==> src/rtl/mux8_rr_arbiter.sv <==
`default_nettype none
// ============================================================================
//  Module   : mux8_rr_arbiter
//  Brief    : Round-robin arbiter and select controller for an 8:1 mux.
//             Each requester keeps exclusive ownership of the mux select
//             until it drops its request. Priority rotates to the index
//             after the owner that released, so no requester starves.
//             All outputs are registered.
//  Options  : `define MUX8_ARB_TIMEOUT_EN enables the hold-time limit.
//             After MAX_HOLD grant cycles the owner is rotated away, but
//             only when another requester is waiting.
//  Revision : 1.0 - initial release
// ============================================================================
module mux8_rr_arbiter #(
  parameter int MAX_HOLD = 16
) (
  input  logic       clk,
  input  logic       rst,
  input  logic [7:0] req,
  output logic [2:0] sel,
  output logic [7:0] gnt,
  output logic       gnt_valid,
  output logic       preempt
);

  localparam logic [0:0] ST_IDLE  = 1'b0;
  localparam logic [0:0] ST_GRANT = 1'b1;

  // Reject an out-of-range hold limit at elaboration time.
  generate
    if (MAX_HOLD < 2 || MAX_HOLD > 255) begin : g_max_hold_range_err
      $error("mux8_rr_arbiter: MAX_HOLD must be within 2..255");
    end
  endgenerate

  logic [0:0] state_q, state_d;
  logic [2:0] ptr_q, ptr_d;
  logic [2:0] sel_q, sel_d;
  logic [7:0] gnt_q, gnt_d;
  logic       gnt_valid_q, gnt_valid_d;
  logic       preempt_q, preempt_d;

`ifdef MUX8_ARB_TIMEOUT_EN
  localparam logic [7:0] HOLD_LAST = 8'(MAX_HOLD - 1);
  logic [7:0] hold_cnt_q, hold_cnt_d;
`endif

  // Search inputs and result.
  logic [7:0] srch_req;
  logic [2:0] srch_ptr;
  logic [2:0] srch_idx;
  logic       win_found;
  logic [2:0] win_idx;

  // Pick the first requester at or after the search pointer. While a grant
  // is active, the owner is masked out and the search starts at owner+1.
  // This one search covers a release and a forced rotation alike.
  always_comb begin
    srch_req  = req;
    srch_ptr  = ptr_q;
    srch_idx  = 3'd0;
    win_found = 1'b0;
    win_idx   = 3'd0;
    if (state_q == ST_GRANT) begin
      srch_req = req & ~gnt_q;
      srch_ptr = sel_q + 3'd1;
    end
    // Walk from the farthest offset to the nearest, so the nearest hit wins.
    for (int k = 7; k >= 0; k--) begin
      srch_idx = srch_ptr + 3'(k);
      if (srch_req[srch_idx]) begin
        win_found = 1'b1;
        win_idx   = srch_idx;
      end
    end
  end

  // Next state: acquire from idle, hold, hand off on release, or time out.
  always_comb begin
    state_d   = state_q;
    ptr_d     = ptr_q;
    sel_d     = sel_q;
    preempt_d = 1'b0;
`ifdef MUX8_ARB_TIMEOUT_EN
    hold_cnt_d = hold_cnt_q;
`endif
    case (state_q)
      ST_IDLE: begin
        if (win_found) begin
          state_d = ST_GRANT;
          sel_d   = win_idx;
`ifdef MUX8_ARB_TIMEOUT_EN
          hold_cnt_d = 8'd0;
`endif
        end
      end
      ST_GRANT: begin
        if (!req[sel_q]) begin
          // Release: the next index gets top priority. Hand off directly
          // when anyone is waiting, so there is no idle bubble.
          ptr_d = sel_q + 3'd1;
`ifdef MUX8_ARB_TIMEOUT_EN
          hold_cnt_d = 8'd0;
`endif
          if (win_found) begin
            sel_d = win_idx;
          end else begin
            state_d = ST_IDLE;
          end
        end else begin
`ifdef MUX8_ARB_TIMEOUT_EN
          if (hold_cnt_q == HOLD_LAST) begin
            // At the limit: rotate only if someone else is waiting.
            // Otherwise keep the owner and hold the counter at the limit.
            if (win_found) begin
              ptr_d      = sel_q + 3'd1;
              sel_d      = win_idx;
              hold_cnt_d = 8'd0;
              preempt_d  = 1'b1;
            end
          end else begin
            hold_cnt_d = hold_cnt_q + 8'd1;
          end
`endif
        end
      end
      default: state_d = ST_IDLE;
    endcase
  end

  // Registered outputs come from the next state, so grant never lags select.
  always_comb begin
    gnt_valid_d = (state_d == ST_GRANT);
    gnt_d       = gnt_valid_d ? (8'b1 << sel_d) : 8'h00;
  end

  // State and output registers with synchronous reset.
  always_ff @(posedge clk) begin
    if (rst) begin
      state_q     <= ST_IDLE;
      ptr_q       <= 3'd0;
      sel_q       <= 3'd0;
      gnt_q       <= 8'h00;
      gnt_valid_q <= 1'b0;
      preempt_q   <= 1'b0;
`ifdef MUX8_ARB_TIMEOUT_EN
      hold_cnt_q  <= 8'd0;
`endif
    end else begin
      state_q     <= state_d;
      ptr_q       <= ptr_d;
      sel_q       <= sel_d;
      gnt_q       <= gnt_d;
      gnt_valid_q <= gnt_valid_d;
      preempt_q   <= preempt_d;
`ifdef MUX8_ARB_TIMEOUT_EN
      hold_cnt_q  <= hold_cnt_d;
`endif
    end
  end

  assign sel       = sel_q;
  assign gnt       = gnt_q;
  assign gnt_valid = gnt_valid_q;
  assign preempt   = preempt_q;

endmodule
`default_nettype wire

==> config.mk <==
export PLATFORM = sky130hd
export DESIGN_NAME = mux8_rr_arbiter
export DESIGN_NICKNAME = d
export VERILOG_FILES = /design/src/rtl/mux8_rr_arbiter.sv
export SDC_FILE = /design/constraint.sdc
export NUM_CORES = 1
export LEC_CHECK = 0
export CAP_MARGIN = 30
export CORE_MARGIN = 1.5
export CORE_UTILIZATION = 30
export CTS_CLUSTER_SIZE = 25
export DETAILED_ROUTE_END_ITERATION = 8
export GPL_TIMING_DRIVEN = 0
export SYNTH_ARGS = -nofsm -noshare
export SYNTH_HDL_FRONTEND = slang
export SYNTH_SLANG_ARGS = --single-unit
export TNS_END_PERCENT = 5
==> constraint.sdc <==
create_clock -name clk -period 7.5 [get_ports clk]
set_input_delay 1.5 -clock clk [delete_from_list [all_inputs] [get_ports clk]]
set_output_delay 1.5 -clock clk [all_outputs]
set_load 0.1 [all_outputs]
==> impl_metrics.toml, run 1 <==
[run_status]
outcome = "completed"

[drt]
vias = 1817
drt-initial-drc-count = 125
wl_per_cell_um = 17.1
antenna_left = 0
first_pass_iters = 4
finalWirelength_um = 5300
vias_per_cell = 5.88
drc = 0

[clock_tree]
cts_made_buffers = 3
cts_root_buffer = "clkbuf_8"
clock_latency_ns = 0.25
cts_setup_buffers = 0
htree_levels = 1
cts_sinks = 15
hold_buffers = 0
clk_pin_slew_ns = 0.06
cts_resized = 0
cts_tree = "built"
cts.path.max_buffers = 2

[timing]
fin_skew_ns = 0.00305
holdWs_ns = 0.503
setup_violations = 0
rsz0062_at_grt = "no"
min_period_ns = 4.90
tightest_slew_ns = 0.977
final_max_slew_viol_count = 0
setup_slack_ns = 2.60
fin_crit_sh = 0.653
fmax_mhz = 204
slew_headroom = 0.347
hold_viol = 0
tns_ns = 0

[grt]
antenna_found_initial = 0
grt_first_pass_wirelength_um = 8800
grt_overflow = 0
first_global_vias = 1728
grt_start_max_net_pins = 11
track_usage = 0.178

[placed_design]
dpl_worst_slack_ns = 2.39
port_buffers = 21
gp_congestion = 0.891
dp_hpwl_um = 4200

[pwr]
p_leak_nw = 0.780
powerDensity_mw_per_mm2 = 509
peakVddDrop_v = 0.000220

[floorplanning]
rows = 27
die_h_um = 78.7
ioPinCount = 23
die_w_um = 78.7
coreArea_mm2 = 0.00551
dieArea_mm2 = 0.00620
start_util = 0.312

[yosys]
async_flop_share = 0
synth-edff-count = 0
syn_inst = 211
synth-seq-area-share = 0.175
yosysMostFrequentCell = "nand3_1"
netlist_area_mm2 = 0.00172
synth_warnings = 0
synth_area_per_cell_um2 = 8.15
synth_top_cell_by_area = "dfxtp_1"
synth_nets = 224
ys_types = 57
synth_common_cells = "nand3_1 (23), a211oi_1 (16), dfxtp_1 (15)"
synth_flop_cell = "dfxtp_1"
synthTopCellsByArea = "dfxtp_1 (17%), a211oi_1 (7.0%), nand3_1 (6.7%)"
synthDominantCellAreaShare = 0.175
ys_ff_latch = 15

[critical_path]
crit_fanout = 6
regToRegEndpoint = "gnt[1]"
reg2reg_from = "sel[1]"
required_ns = 7.65
critPathLaunch = "req[5]"
crit_path_end_kind = "flip-flop"
crit_arrival_ns = 5.05
worstRegToRegCells = 14
crit_end = "gnt[5]"
r2r_slack_ns = 2.64
crit_path_start_kind = "input port"
worstSetupPathType = "input port to flip-flop"

[worst_hold_path]
hold_path.class = "flip-flop to flip-flop"

[job]
maxCapViolCount = 0

[final_layout]
insertedDiodeCount = 0
final_util = 0.376
areaGrowthSynthToFinish_pct = 20.4
layout-drive-gt1-share = 0.135
nets = 251
-- worst min-delay path by stage --
stage | from | to | slack [ns] | cells after the start
floorplan | ptr_q[1] | ptr_q[1] | 0.46 | 2
global route | ptr_q[1] | ptr_q[1] | 0.55 | 2
global placement | ptr_q[1] | ptr_q[1] | 0.48 | 2
CTS | ptr_q[1] | ptr_q[1] | 0.51 | 2
finish | ptr_q[1] | ptr_q[1] | 0.50 | 2
detailed placement | ptr_q[1] | ptr_q[1] | 0.50 | 2
-- cells by family (layout without fill, tap and decap cells) --
family,count (synthesis),after routing,share of synthesized area
other cells,1,1,0.00218
simple gates,68,68,0.223
fa+ha+maj,3,3,0.0218
flops,15,15,0.175
mux,21,21,0.162
xor+xnor,3,3,0.0153
compound gates,82,82,0.356
buf+inv,18,44,0.0458
-- area by class of cell --
| type | count | area (um^2) |
|---|---|---|
| Sequential cell | 15 | 300 |
| Buffer | 11 | 52.6 |
| Clock buffer | 4 | 45.0 |
| Multi-Input combinational cell | 178 | 1340 |
| Tap cell | 72 | 90.1 |
| Inverter | 7 | 26.3 |
| Timing Repair Buffer | 22 | 215 |
| Fill cell | 585 | 3440 |
-- metrics by stage --
| stage | std cells | cell area [um^2] | total power [W] |
|---|---|---|---|
| after floorplan | 211 | 1720 | 0.000780 |
| after global placement | 304 | 2020 | 0.000971 |
| after detailed placement | 305 | 2030 | 0.000976 |
| after CTS | 309 | 2070 | 0.00105 |
| after global routing | 309 | 2070 | 0.00113 |
| final | 309 | 2070 | 0.00105 |
-- cell usage in the layout (no fill, tap or decap), types with 2 or more instances in the layout --
master / instances
a211oi_1: 16
a21boi_0: 4
a21boi_1: 6
a21o_1: 3
a21oi_1: 14
a311oi_1: 4
a31oi_1: 2
and2_1: 6
and4bb_1: 3
buf_2: 4
buf_4: 2
clkbuf_1: 7
clkbuf_8: 3
clkdlybuf4s50_1: 21
dfxtp_1: 15
ha_1: 3
inv_1: 5
inv_2: 2
mux2_2: 7
mux2_4: 2
mux2i_1: 8
mux4_2: 4
nand2_1: 14
nand3_1: 23
nor2_1: 6
nor2b_1: 4
nor4_1: 2
o211ai_1: 3
o21a_1: 3
o21ai_0: 8
o21ai_1: 2
o21bai_1: 2
o311ai_0: 2
xnor2_1: 2
-- power by group --
group / switching (W) / total [W] / internal (W)
Sequential: 0.0000194 / 0.000121 / 0.000102
Clock: 0.0000270 / 0.0000646 / 0.0000376
Combinational: 0.000558 / 0.000868 / 0.000310
-- worst max-delay path, cell delays in order --
cell             delay, ns
clkdlybuf4s50_1       0.49
a21boi_0              0.40
nand3_1               0.25
nand3_1               0.30
nand2_1               0.13
a311oi_1              0.56
o41ai_4               0.21
nor4_1                0.61
o21bai_1              0.29
nor4bb_1              0.31
-- flip-flops by register name, summed over array words and instances, names as in the netlist --
signal,count
gnt_valid,1
sel,3
ptr_q,3
gnt,8
-- layer usage --
layer,track usage,part of all wire
met1,0.244,0.48
met2,0.294,0.47
met3,0.0126,0.032
met4,0.0607,0.013
met5,0,0
Note: power is estimated with default switching activity, not from simulation.
==> run 2: changes to the inputs <==
==> constraint.sdc (replaced) <==
create_clock -name clk -period 4.73 [get_ports clk]
set_input_delay 0.946 -clock clk [delete_from_list [all_inputs] [get_ports clk]]
set_output_delay 0.946 -clock clk [all_outputs]
set_load 0.1 [all_outputs]
==> impl_metrics.toml, run 2 (synthesis results as in run 1) <==
[final_layout]
areaGrowthSynthToFinish_pct = 21.0
fillers = 605
nets = 250
final_util = 0.378
stdcell_count = 308
layout_commonest_cell = "nand3_1"
insertedDiodeCount = 0
largest_reg_flops = 8
final_cell_mix = "nand3_1 (23), clkdlybuf4s50_1 (21), a211oi_1 (16)"
layout-drive-gt1-share = 0.153

[critical_path]
crit_chain = "ha_1 -> mux2_4 -> inv_2 -> clkbuf_2 -> ha_1 -> a2111oi_2 -> a21oi_1 -> a21o_1 -> or2_4 -> o41ai_4 -> nor4_2 -> or3_4 -> and4bb_1"
crit_path_end_kind = "flip-flop"
worstSetupPathType = "flip-flop to flip-flop"
required_ns = 4.92
crit_family = "compound AO/OA/AOI/OAI gates"
crit_top_cell = "ha_1"
crit_arrival_ns = 4.56
path_buf_inv = 2
crit_path_start_kind = "flip-flop"
critical_path.max_stage_delay_ns = 0.58
crit_fanout = 10
cp_slowest_cell = "a2111oi_2"

[grt]
grt_use_met1 = 0.239
antenna_found_initial = 0
track_usage = 0.179
grt_start_max_net_pins = 11
grt-busiest-layer = "met2"
first_global_vias = 1775
grt_use_met3 = 0.0103
grt_first_pass_wirelength_um = 8910
grt_overflow = 0
grt_util_met2 = 0.310

[pwr]
p_leak_nw = 0.783
peakVddDrop_v = 0.000561
powerDensity_mw_per_mm2 = 813

[job]
maxCapViolCount = 0

[clock_tree]
clock_latency_ns = 0.25
cts.path.max_buffers = 2
htree_levels = 1
cts_sinks = 15
hold_buffers = 0
cts_made_buffers = 3
clk_pin_slew_ns = 0.06
cts_tree = "built"
cts_root_buffer = "clkbuf_8"
cts_setup_buffers = 0

[timing]
tns_ns = 0
tightest_slew_ns = 0.973
min_period_ns = 4.37
holdWs_ns = 0.509
slew_headroom = 0.349
final_max_slew_viol_count = 0
fin_crit_sh = 0.925
setup_violations = 0
hold_viol = 0
fmax_mhz = 229
rsz0062_at_grt = "no"
fin_skew_ns = 0.00447

[placed_design]
port_buffers = 21
dp_hpwl_um = 4180
gp_congestion = 0.884
placed_cells = 305

[worst_hold_path]
hold_path.class = "flip-flop to flip-flop"

[drt]
vias = 1892
antenna_left = 0
vias_per_cell = 6.14
drc = 0
wl_per_cell_um = 17.4
first_pass_iters = 5
finalWirelength_um = 5360
drt-initial-drc-count = 152

[floorplanning]
die_w_um = 78.7
dieArea_mm2 = 0.00620
coreArea_mm2 = 0.00551
ioPinCount = 23
start_util = 0.312
die_h_um = 78.7
rows = 27

[run_status]
outcome = "completed"
## run 2: changes by cell type in the layout (fill, tap and decap cells not counted)
cell      delta
dfxtp_1      -1
clkbuf_1     -2
nor4_1       -2
clkbuf_2     +1
dfxtp_2      +1
nor4_2       +2
## run 2: final cells by class
| type | count | area [um^2] | share of cell area |
|---|---|---|---|
| Multi-Input combinational cell | 178 | 1350 | 0.650 |
| Tap cell | 72 | 90.1 | 0.0433 |
| Buffer | 10 | 50.0 | 0.0240 |
| Clock buffer | 4 | 45.0 | 0.0216 |
| Inverter | 7 | 26.3 | 0.0126 |
| Sequential cell | 15 | 302 | 0.145 |
| Timing Repair Buffer | 22 | 215 | 0.103 |
## run 2: metrics by stage
stage	cell area [um^2]	setup slack [ns]	power, W
after floorplan	1720	0.0460	0.00124
after global placement	2020	-0.131	0.00154
after detailed placement	2030	0.0291	0.00155
after CTS	2070	0.0164	0.00165
after global routing	2080	0.130	0.00181
final	2080	0.357	0.00169
## run 2: report_power, final
part           leakage (nW)  total, W  switching [W]  internal [W]
sequential            0.123  0.000193      0.0000312      0.000162
combinational         0.637   0.00140       0.000899      0.000498
clock                0.0228  0.000103      0.0000429     0.0000596
## run 2: repair_timing
item                                    in CTS  in global routing
endpoints found under the setup margin       0                 10
endpoints found under the hold margin        0                  0
gates resized for setup                      0                  4
## run 2: path summary, 6_finish.rpt
kind | start | end | slack, ns | cells after the start
setup / recovery | sel[1] | gnt[0] | 0.36 | 13
hold / removal | ptr_q[1] | ptr_q[1] | 0.51 | 2
setup reg to reg | sel[1] | gnt[0] | 0.36 | 13
hold reg to reg | ptr_q[1] | ptr_q[1] | 0.51 | 2
## run 2: worst reg2reg max path: stages, from the launching register on
cell	delay [ns]
dfxtp_2	0.40
ha_1	0.27
mux2_4	0.31
inv_2	0.12
clkbuf_2	0.24
ha_1	0.45
a2111oi_2	0.58
a21oi_1	0.13
a21o_1	0.24
or2_4	0.25
o41ai_4	0.49
nor4_2	0.16
or3_4	0.42
and4bb_1	0.25
## run 2: metal layers
metal / up-vias / routed length, um
met5: - / 0
met4: 0 / 56
met3: 10 / 296
met2: 96 / 2630
met1: 903 / 2380
li1: 883 / -
==> run 3: changes to the inputs <==
--- a/config.mk
+++ b/config.mk
@@ -11,6 +11,7 @@
 export CTS_CLUSTER_SIZE = 25
 export DETAILED_ROUTE_END_ITERATION = 8
 export GPL_TIMING_DRIVEN = 0
+export SKIP_LAST_GASP = 1
 export SYNTH_ARGS = -nofsm -noshare
 export SYNTH_HDL_FRONTEND = slang
 export SYNTH_SLANG_ARGS = --single-unit
==> constraint.sdc (replaced) <==
create_clock -name clk -period 3.83 [get_ports clk]
set_input_delay 0.766 -clock clk [delete_from_list [all_inputs] [get_ports clk]]
set_output_delay 0.766 -clock clk [all_outputs]
set_load 0.1 [all_outputs]
==> impl_metrics.toml, run 3 (synthesis results as in run 1) <==
[final_layout]
areaGrowthSynthToFinish_pct = 35.1
insertedDiodeCount = 0
layout_commonest_cell = "nand3_1"
nets = 259
final_cell_mix = "nand3_1 (23), clkdlybuf4s50_1 (21), nand2_1 (14), a21oi_1 (14), a211oi_1 (13)"
fin_area_mm2 = 0.00232
layout-drive-gt1-share = 0.237
largest_reg_flops = 8

[floorplanning]
die_h_um = 78.7
coreArea_mm2 = 0.00551
ioPinCount = 23
start_util = 0.312
die_w_um = 78.7
dieArea_mm2 = 0.00620
rows = 27

[timing]
min_period_ns = 3.77
final_max_slew_viol_count = 0
fin_crit_sh = 0.983
fin_skew_ns = 0.00422
tightest_slew_ns = 0.975
rsz0062_at_grt = "yes"
slew_headroom = 0.348
setup_slack_ns = 0.0646
hold_viol = 0
tns_ns = 0
setup_violations = 0
fmax_mhz = 266

[drt]
vias = 1911
top_layer_used = "met4"
wl_met1_um = 2630
vias_per_cell = 6.03
dr_wl_met3_um = 262
finalWirelength_um = 5670
wl_per_cell_um = 17.9
wl_met2_um = 2680
antenna_left = 0
drt-initial-drc-count = 162
drc = 0
first_pass_iters = 4

[placed_design]
port_buffers = 21
place_area_mm2 = 0.00206
dpl_worst_slack_ns = -0.491
dp_hpwl_um = 4210
gp_congestion = 0.890

[critical_path]
crit_path_start_kind = "flip-flop"
r2r_slack_ns = 0.06
crit_fanout = 10
worstRegToRegCells = 16
reg2reg_from = "sel[0]"
worstSetupPathType = "flip-flop to flip-flop"
crit_path_end_kind = "flip-flop"
required_ns = 4.02
regToRegEndpoint = "gnt[0]"
crit_arrival_ns = 3.95

[clock_tree]
cts_made_buffers = 3
htree_levels = 1
clock_latency_ns = 0.25
clk_pin_slew_ns = 0.06
cts_sinks = 15
cts.path.max_buffers = 2
cts_root_buffer = "clkbuf_8"
cts_tree = "built"

[job]
maxCapViolCount = 0

[worst_hold_path]
hp-start = "ptr_q[1]"
min_to = "ptr_q[1]"
whs_path_depth = 2
hold_path.class = "flip-flop to flip-flop"

[grt]
grt_overflow = 0
track_usage = 0.178
first_global_vias = 1713
grt_start_max_net_pins = 11
grt_first_pass_wirelength_um = 8740
antenna_found_initial = 0

[run_status]
outcome = "completed"
run 3: cell types whose count changed in the layout (fill, tap and decap cells not counted), moves of 2 or more:
cell,change
a211oi_1,-3
a211oi_2,+3
a311oi_1,-2
buf_4,+7
buf_8,+2
dfxtp_1,-2
dfxtp_4,+2
ha_1,-2
ha_4,+2
nor4_2,-2
nor4_4,+2
run 3: metrics by stage:
step / instances / util / hold WS [ns]
after floorplan: 211 / - / 0.464
after global placement: 304 / 0.373 / 0.480
after detailed placement: 305 / 0.374 / 0.529
after CTS: 312 / 0.400 / 0.544
after global routing: 317 / 0.422 / 0.569
final: 317 / 0.422 / 0.525
run 3: critical path: stages (launching register included):
cell,delay (ns)
dfxtp_4,0.36
ha_4,0.23
mux2_4,0.30
inv_6,0.09
buf_8,0.13
ha_4,0.21
clkbuf_16,0.16
mux2_2,0.21
a21oi_1,0.06
mux2_4,0.30
a21o_1,0.20
or2_4,0.26
o41ai_4,0.27
buf_4,0.18
nor4_4,0.05
or3_4,0.41
and4bb_1,0.26
run 3: what timing repair did:
item,in CTS,in global routing
endpoints found under the setup margin,10,9
setup buffers,3,4
endpoints found under the hold margin,0,0
resized for setup,12,13
pin swaps,3,2
cloned,0,1
hold buffers,0,0
run 3: metal layers:
metal	track usage	vias to the layer above
met4	0.0446	0
met1	0.246	919
met3	0.0126	11
met5	0	-
li1	-	905
met2	0.300	76
run 3: final cells by class:
| class | count | area [um^2] |
|---|---|---|
| fill | 555 | 3180 |
| multi-input combinational | 178 | 1480 |
| sequential | 15 | 309 |
| timing repair buffer | 30 | 293 |
| tap | 72 | 90.1 |
| buffer | 11 | 75.1 |
| clock buffer | 4 | 45.0 |
| inverter | 7 | 31.3 |
run 3: worst max path at each step:
stage / to / slack (ns) / startpoint
floorplan: gnt[5] / 0.01 / sel[1]
global placement: gnt[5] / -0.48 / req[5]
detailed placement: gnt[5] / -0.49 / req[5]
CTS: gnt[1] / -0.02 / sel[1]
global route: gnt[0] / -0.04 / sel[0]
finish: gnt[0] / 0.06 / sel[0]
Power of run 3 is not shown: default switching activity piles up to over one toggle a cycle in this logic, so the estimate is an artifact.
